## src/rtl/vu_frame_scheduler.sv

```systemverilog
// rtl/vu_frame_scheduler.sv - VU meter frame scheduler: per-frame level max, committed at v_sync
//
// Purpose:
//   Accepts audio level samples over a valid/ready handshake and keeps the
//   largest level seen during the current frame. At the start of vertical
//   sync the frame maximum and the peak-hold marker are committed together,
//   so the renderer never sees a change in the middle of a frame.
//
// Ports:
//   clock_i         pixel clock
//   reset_i         asynchronous, active-high reset
//   v_sync_i        vertical sync from vga_controller (active level V_POL)
//   sample_valid_i  level sample offered
//   sample_ready_o  sample accepted this cycle when valid is also high
//   sample_level_i  level sample (saturated to MAX_LEVEL)
//   level_out_o     committed bar level, stable for a whole frame
//   peak_out_o      committed peak-hold marker level
//   commit_o        one-cycle pulse on the cycle level/peak update
//
// Configuration:
//   VU_PEAK_HOLD_EN  defined: peak is held HOLD_FRAMES commits, then decays
//                    by DECAY_STEP per commit down to the current level.
//                    undefined: peak_out_o follows level_out_o on every commit.

module vu_frame_scheduler #(
  parameter int LVL_W       = 5,
  parameter int MAX_LEVEL   = 16,
  parameter int HOLD_FRAMES = 30,
  parameter int DECAY_STEP  = 1,
  parameter int V_POL       = 0
) (
  input  logic             clock_i,
  input  logic             reset_i,
  input  logic             v_sync_i,
  input  logic             sample_valid_i,
  output logic             sample_ready_o,
  input  logic [LVL_W-1:0] sample_level_i,
  output logic [LVL_W-1:0] level_out_o,
  output logic [LVL_W-1:0] peak_out_o,
  output logic             commit_o
);

  localparam logic [LVL_W-1:0] MaxLvl = LVL_W'(MAX_LEVEL);

  typedef enum logic [1:0] {
    S_WAIT   = 2'd0,
    S_ACCUM  = 2'd1,
    S_COMMIT = 2'd2
  } state_t;

  state_t           state_q;
  logic             vs_prev_q;
  logic             ready_q;
  logic             commit_q;
  logic [LVL_W-1:0] accum_q;
  logic [LVL_W-1:0] level_q;
  logic [LVL_W-1:0] peak_q;
  logic [LVL_W-1:0] peak_d;

  logic             vs_act;
  logic             frame_edge;
  logic             handshake;
  logic [LVL_W-1:0] sat_level;
  logic [LVL_W-1:0] accum_max;

  // Rising edge of the active sync level: a long sync pulse yields one edge.
  assign vs_act     = (v_sync_i == 1'(V_POL));
  assign frame_edge = vs_act & ~vs_prev_q;
  assign handshake  = sample_valid_i & ready_q;

  // Saturate before comparing so an oversized sample counts as MAX_LEVEL.
  assign sat_level = (sample_level_i > MaxLvl) ? MaxLvl : sample_level_i;
  assign accum_max = (sat_level > accum_q) ? sat_level : accum_q;

`ifdef VU_PEAK_HOLD_EN
  localparam int HOLD_W = (HOLD_FRAMES > 1) ? $clog2(HOLD_FRAMES + 1) : 1;
  localparam logic [LVL_W-1:0]  DecayStep = LVL_W'(DECAY_STEP);
  localparam logic [HOLD_W-1:0] HoldInit  = HOLD_W'(HOLD_FRAMES);

  logic [HOLD_W-1:0] hold_q;
  logic [HOLD_W-1:0] hold_d;
  logic [LVL_W-1:0]  decayed;

  // Decay saturates at zero, then is floored at the new level so the
  // marker never sits below the bar it is drawn over.
  assign decayed = (peak_q > DecayStep) ? (peak_q - DecayStep) : '0;

  always_comb begin
    peak_d = peak_q;
    hold_d = hold_q;
    if (accum_q >= peak_q) begin
      peak_d = accum_q;
      hold_d = HoldInit;
    end else if (hold_q != '0) begin
      hold_d = hold_q - HOLD_W'(1);
    end else begin
      peak_d = (decayed > accum_q) ? decayed : accum_q;
    end
  end

  always_ff @(posedge clock_i or posedge reset_i) begin
    if (reset_i) begin
      hold_q <= '0;
    end else if (state_q == S_COMMIT) begin
      hold_q <= hold_d;
    end
  end
`else
  assign peak_d = accum_q;

  // Hold/decay parameters only shape the peak-hold build.
  if (HOLD_FRAMES < 0 || DECAY_STEP < 0) begin : g_unused_hold_cfg
  end
`endif

  always_ff @(posedge clock_i or posedge reset_i) begin
    if (reset_i) begin
      state_q   <= S_WAIT;
      vs_prev_q <= 1'b0;
      ready_q   <= 1'b0;
      commit_q  <= 1'b0;
      accum_q   <= '0;
      level_q   <= '0;
      peak_q    <= '0;
    end else begin
      vs_prev_q <= vs_act;
      commit_q  <= 1'b0;
      case (state_q)
        S_WAIT: begin
          // Nothing is committed until one full frame has been observed.
          if (frame_edge) begin
            state_q <= S_ACCUM;
            accum_q <= '0;
            ready_q <= 1'b1;
          end
        end
        S_ACCUM: begin
          // A sample on the edge cycle still belongs to the closing frame.
          if (handshake) begin
            accum_q <= accum_max;
          end
          if (frame_edge) begin
            state_q <= S_COMMIT;
            ready_q <= 1'b0;
          end
        end
        S_COMMIT: begin
          level_q  <= accum_q;
          peak_q   <= peak_d;
          accum_q  <= '0;
          commit_q <= 1'b1;
          state_q  <= S_ACCUM;
          ready_q  <= 1'b1;
        end
        default: begin
          state_q <= S_WAIT;
          ready_q <= 1'b0;
        end
      endcase
    end
  end

  assign sample_ready_o = ready_q;
  assign level_out_o    = level_q;
  assign peak_out_o     = peak_q;
  assign commit_o       = commit_q;

endmodule
```

## config.mk

```make
export PLATFORM = sky130hd
export DESIGN_NAME = vu_frame_scheduler
export DESIGN_NICKNAME = d
export VERILOG_FILES = /design/src/rtl/vu_frame_scheduler.sv
export SDC_FILE = /design/constraint.sdc
export NUM_CORES = 1
export LEC_CHECK = 0
export BUFFER_PORTS_ARGS = -buffer_cell sky130_fd_sc_hd__buf_4
export CORE_MARGIN = 5
export CORE_UTILIZATION = 30
export DETAILED_ROUTE_END_ITERATION = 10
export PLACE_DENSITY = 0.53
export RECOVER_POWER = 50
export SLEW_MARGIN = 10
export SYNTH_ARGS = -nofsm -noshare
export SYNTH_HDL_FRONTEND = slang
export SYNTH_SLANG_ARGS = --single-unit
```

## constraint.sdc

```tcl
create_clock -name clock_i -period 1.8 [get_ports clock_i]
set_input_delay 0.27 -clock clock_i [delete_from_list [all_inputs] [get_ports clock_i]]
set_output_delay 0.27 -clock clock_i [all_outputs]
set_load 0.005 [all_outputs]
```

==> impl_metrics.ini <==
[clock_tree]
clk_path_buf_depth = 2
cts_tree = done
clk-insertion-delay-late_ps = 290
cts_hold_buf = 0
clk_pin_slew_ps = 90
cts_max_level = 1
clockRootBuffer = clkbuf_4
cts_buffers = 3
clock_sinks = 15

[drt]
wl_mm = 1.57
dr.pass1.iters = 4
vias = 594
antenna_left = 0
drtIter0Drc = 16
routed_via_density = 4.40
drt-wirelength-per-cell_um = 11.7
drc = 0

[worst_setup_path]
worst-endpoint-required_ps = 2010
end_kind = flop
r2r-start = accum_q[3]
r2r_slack_ps = 50
critPathMaxFanout = 5
reg2regPathDepth = 6
r2r_end = accum_q[1]
arrival_ps = 1970
start_kind = flop
crit_type = reg -> reg

[global_routing]
grt_pass1_vias = 573
grt_max_degree = 16
grt_pass1_wl_mm = 2.45
grt_overflow = 0
antenna_found_initial = 0
track_usage = 0.0922

[final_layout]
fin_util = 0.425
nets = 120
fillerInstances = 257
drive_gt1_frac = 0.390
diodes = 0
area_growth_pct = 35.2
instances_no_fill = 135

[place]
io_buffers = 20
dp_cells = 129
dp_hpwl_mm = 1.20
gp_congestion = 0.776

[synth]
synthMuxAreaShare = 0.0915
synthSimpleGateAreaFrac = 0.136
synth_edf_count = 0
synthTopCellsByArea = dfrtp_1, ha_1, mux2i_1, nand2_1, inv_1
avgSynthCellArea_sq_um = 9.99
synth_common_cells = dfrtp_1, nand2_1, inv_1
synth_seq_cells = 15
yosysWarnings = 0
synthDominantCellAreaShare = 0.482
synth_compound_area_frac = 0.0883
synthesis.nets = 92
synth.most_common_cell = dfrtp_1
synthFlopType = dfrtp_1
synth_area_sq_um = 779
yosys.area_share.adder = 0.0803
synth_top_family_by_area = simple AND/OR/NAND/NOR gates
yosysSeqAreaShare = 0.482
netlist_instances = 78
async_flop_share = 1.00
synth_cell_types = 21
synth_area_leader_cell = dfrtp_1
synthXorXnorAreaFrac = 0.0112

[die]
die-height_um = 61.0
core-area_sq_um = 2480
num_rows = 18
die_w_um = 61.0
ios = 21
dieArea_sq_um = 3720
start_util = 0.315

[power_and_ir_drop]
p_seq_frac = 0.405
switching_share = 0.337
p_leak_uw = 0.000533
max-vdd-ir-drop_mv = 0.481
p_int_uw = 834
switchingPower_uw = 423
power_density_nw_per_um2 = 1190
pwr-share-clk = 0.159
combPwrFrac = 0.436

[sta]
worst_slew_pin_slew_ps = 578
clock_skew_ps = 2.11
fin_setup_tns_ps = 0
hold_ws_ps = 37.2
hold_violations = 0
fmax_ghz = 0.570
rsz0062_at_grt = yes
period_needed_ps = 1750
slew_headroom = 0.614
finalMaxSlewViolations = 0
finalSetupViolations = 0
fin_crit_sh = 0.974

[run]
drv_cap = 0

[hold_path]
holdCritPathClass = in -> async

[outcome]
status = completed
[through the flow]
stage	total power (uW)	setup slack (ps)	instance area (sq um)
5_1_grt	1350	-31.1	1050
6_report	1260	46.6	1050
3_5_place_dp	1010	-162	978
4_1_cts	1210	29.3	1000
2_1_floorplan	809	46.4	779
3_3_place_gp	1010	-142	978
[power by group through the flow]
| stage | clock network [uW] | logic (uW) | registers (uW) |
|---|---|---|---|
| floorplan | 0 | 304 | 505 |
| global placement | 0 | 498 | 512 |
| detailed placement | 0 | 501 | 514 |
| CTS | 201 | 504 | 509 |
| global route | 214 | 609 | 526 |
| finish | 200 | 548 | 510 |
[worst max-delay path, cell delays in order, from the launching register on]
cell and delay [ps]:
dfrtp_1 400, inv_2 80, ha_4 200, and3_4 160, a311o_1 340, a31oi_4 270, mux2i_1 230
[cell type report]
cell class | count | area (sq um) | area share
Tap cell | 30 | 37.5 | 0.0356
Inverter | 12 | 45.0 | 0.0428
Timing Repair Buffer | 29 | 214 | 0.203
Multi-Input combinational cell | 45 | 355 | 0.337
Sequential cell | 15 | 375 | 0.356
Clock buffer | 4 | 26.3 | 0.0249
[metal layers]
metal  up-vias  routed length (um)  track usage
li1        303                   -            -
met1       268                 730        0.105
met2        18                 704        0.153
met3         5                  87       0.0128
met4         0                  50       0.0743
met5         -                   0            0
[sequential cells by signal (all words and copies together), names as in the netlist]
| signal | flops |
|---|---|
| accum_q | 5 |
| commit_o | 1 |
| peak_out_o | 5 |
| sample_ready_o | 1 |
| state_q | 2 |
| vs_prev_q | 1 |
[cells in the final DEF (no fill, tap or decap)]
| cell type | instances |
|---|---|
| ha_1 | 2 |
| xnor2_1 | 1 |
| and3_4 | 1 |
| buf_4 | 27 |
| dfrtp_1 | 15 |
| nor2_1 | 2 |
| nand3_1 | 1 |
| mux2_2 | 1 |
| nor2b_1 | 1 |
| clkbuf_4 | 4 |
| nand2_1 | 14 |
| clkbuf_1 | 2 |
| or2_2 | 1 |
| a31oi_4 | 1 |
| a311o_1 | 1 |
| nor3_1 | 1 |
| ha_4 | 3 |
| mux2i_1 | 6 |
| inv_2 | 3 |
| o21ai_0 | 5 |
| o21bai_1 | 1 |
| nand2b_1 | 2 |
| a21oi_1 | 1 |
| inv_1 | 9 |
[cells by family after synthesis]
logic type	after synthesis
adders and majority gates	5
muxes	7
and+or+nand+nor	23
xor gates and xnor gates	1
buffers and inverters	18
AOI/OAI and AO/OA	9
DFF	15
[how the worst max path moves through the flow]
stage | startpoint | to | slack (ps) | depth (start not counted)
2_1_floorplan | sample_level_i[4] | accum_q[0] | 50 | 8
3_3_place_gp | sample_level_i[4] | accum_q[3] | -140 | 9
3_5_place_dp | sample_level_i[4] | accum_q[1] | -160 | 9
4_1_cts | accum_q[3] | accum_q[1] | 30 | 6
5_1_grt | accum_q[4] | accum_q[1] | -30 | 6
6_report | accum_q[3] | accum_q[1] | 50 | 6
[repair_timing]
item                                    CTS  global route
setup buffers                             0             2
pin swaps                                 1             5
endpoints found under the setup margin    5             5
resized for setup                         1             5
(Power assumes the default switching activity.)
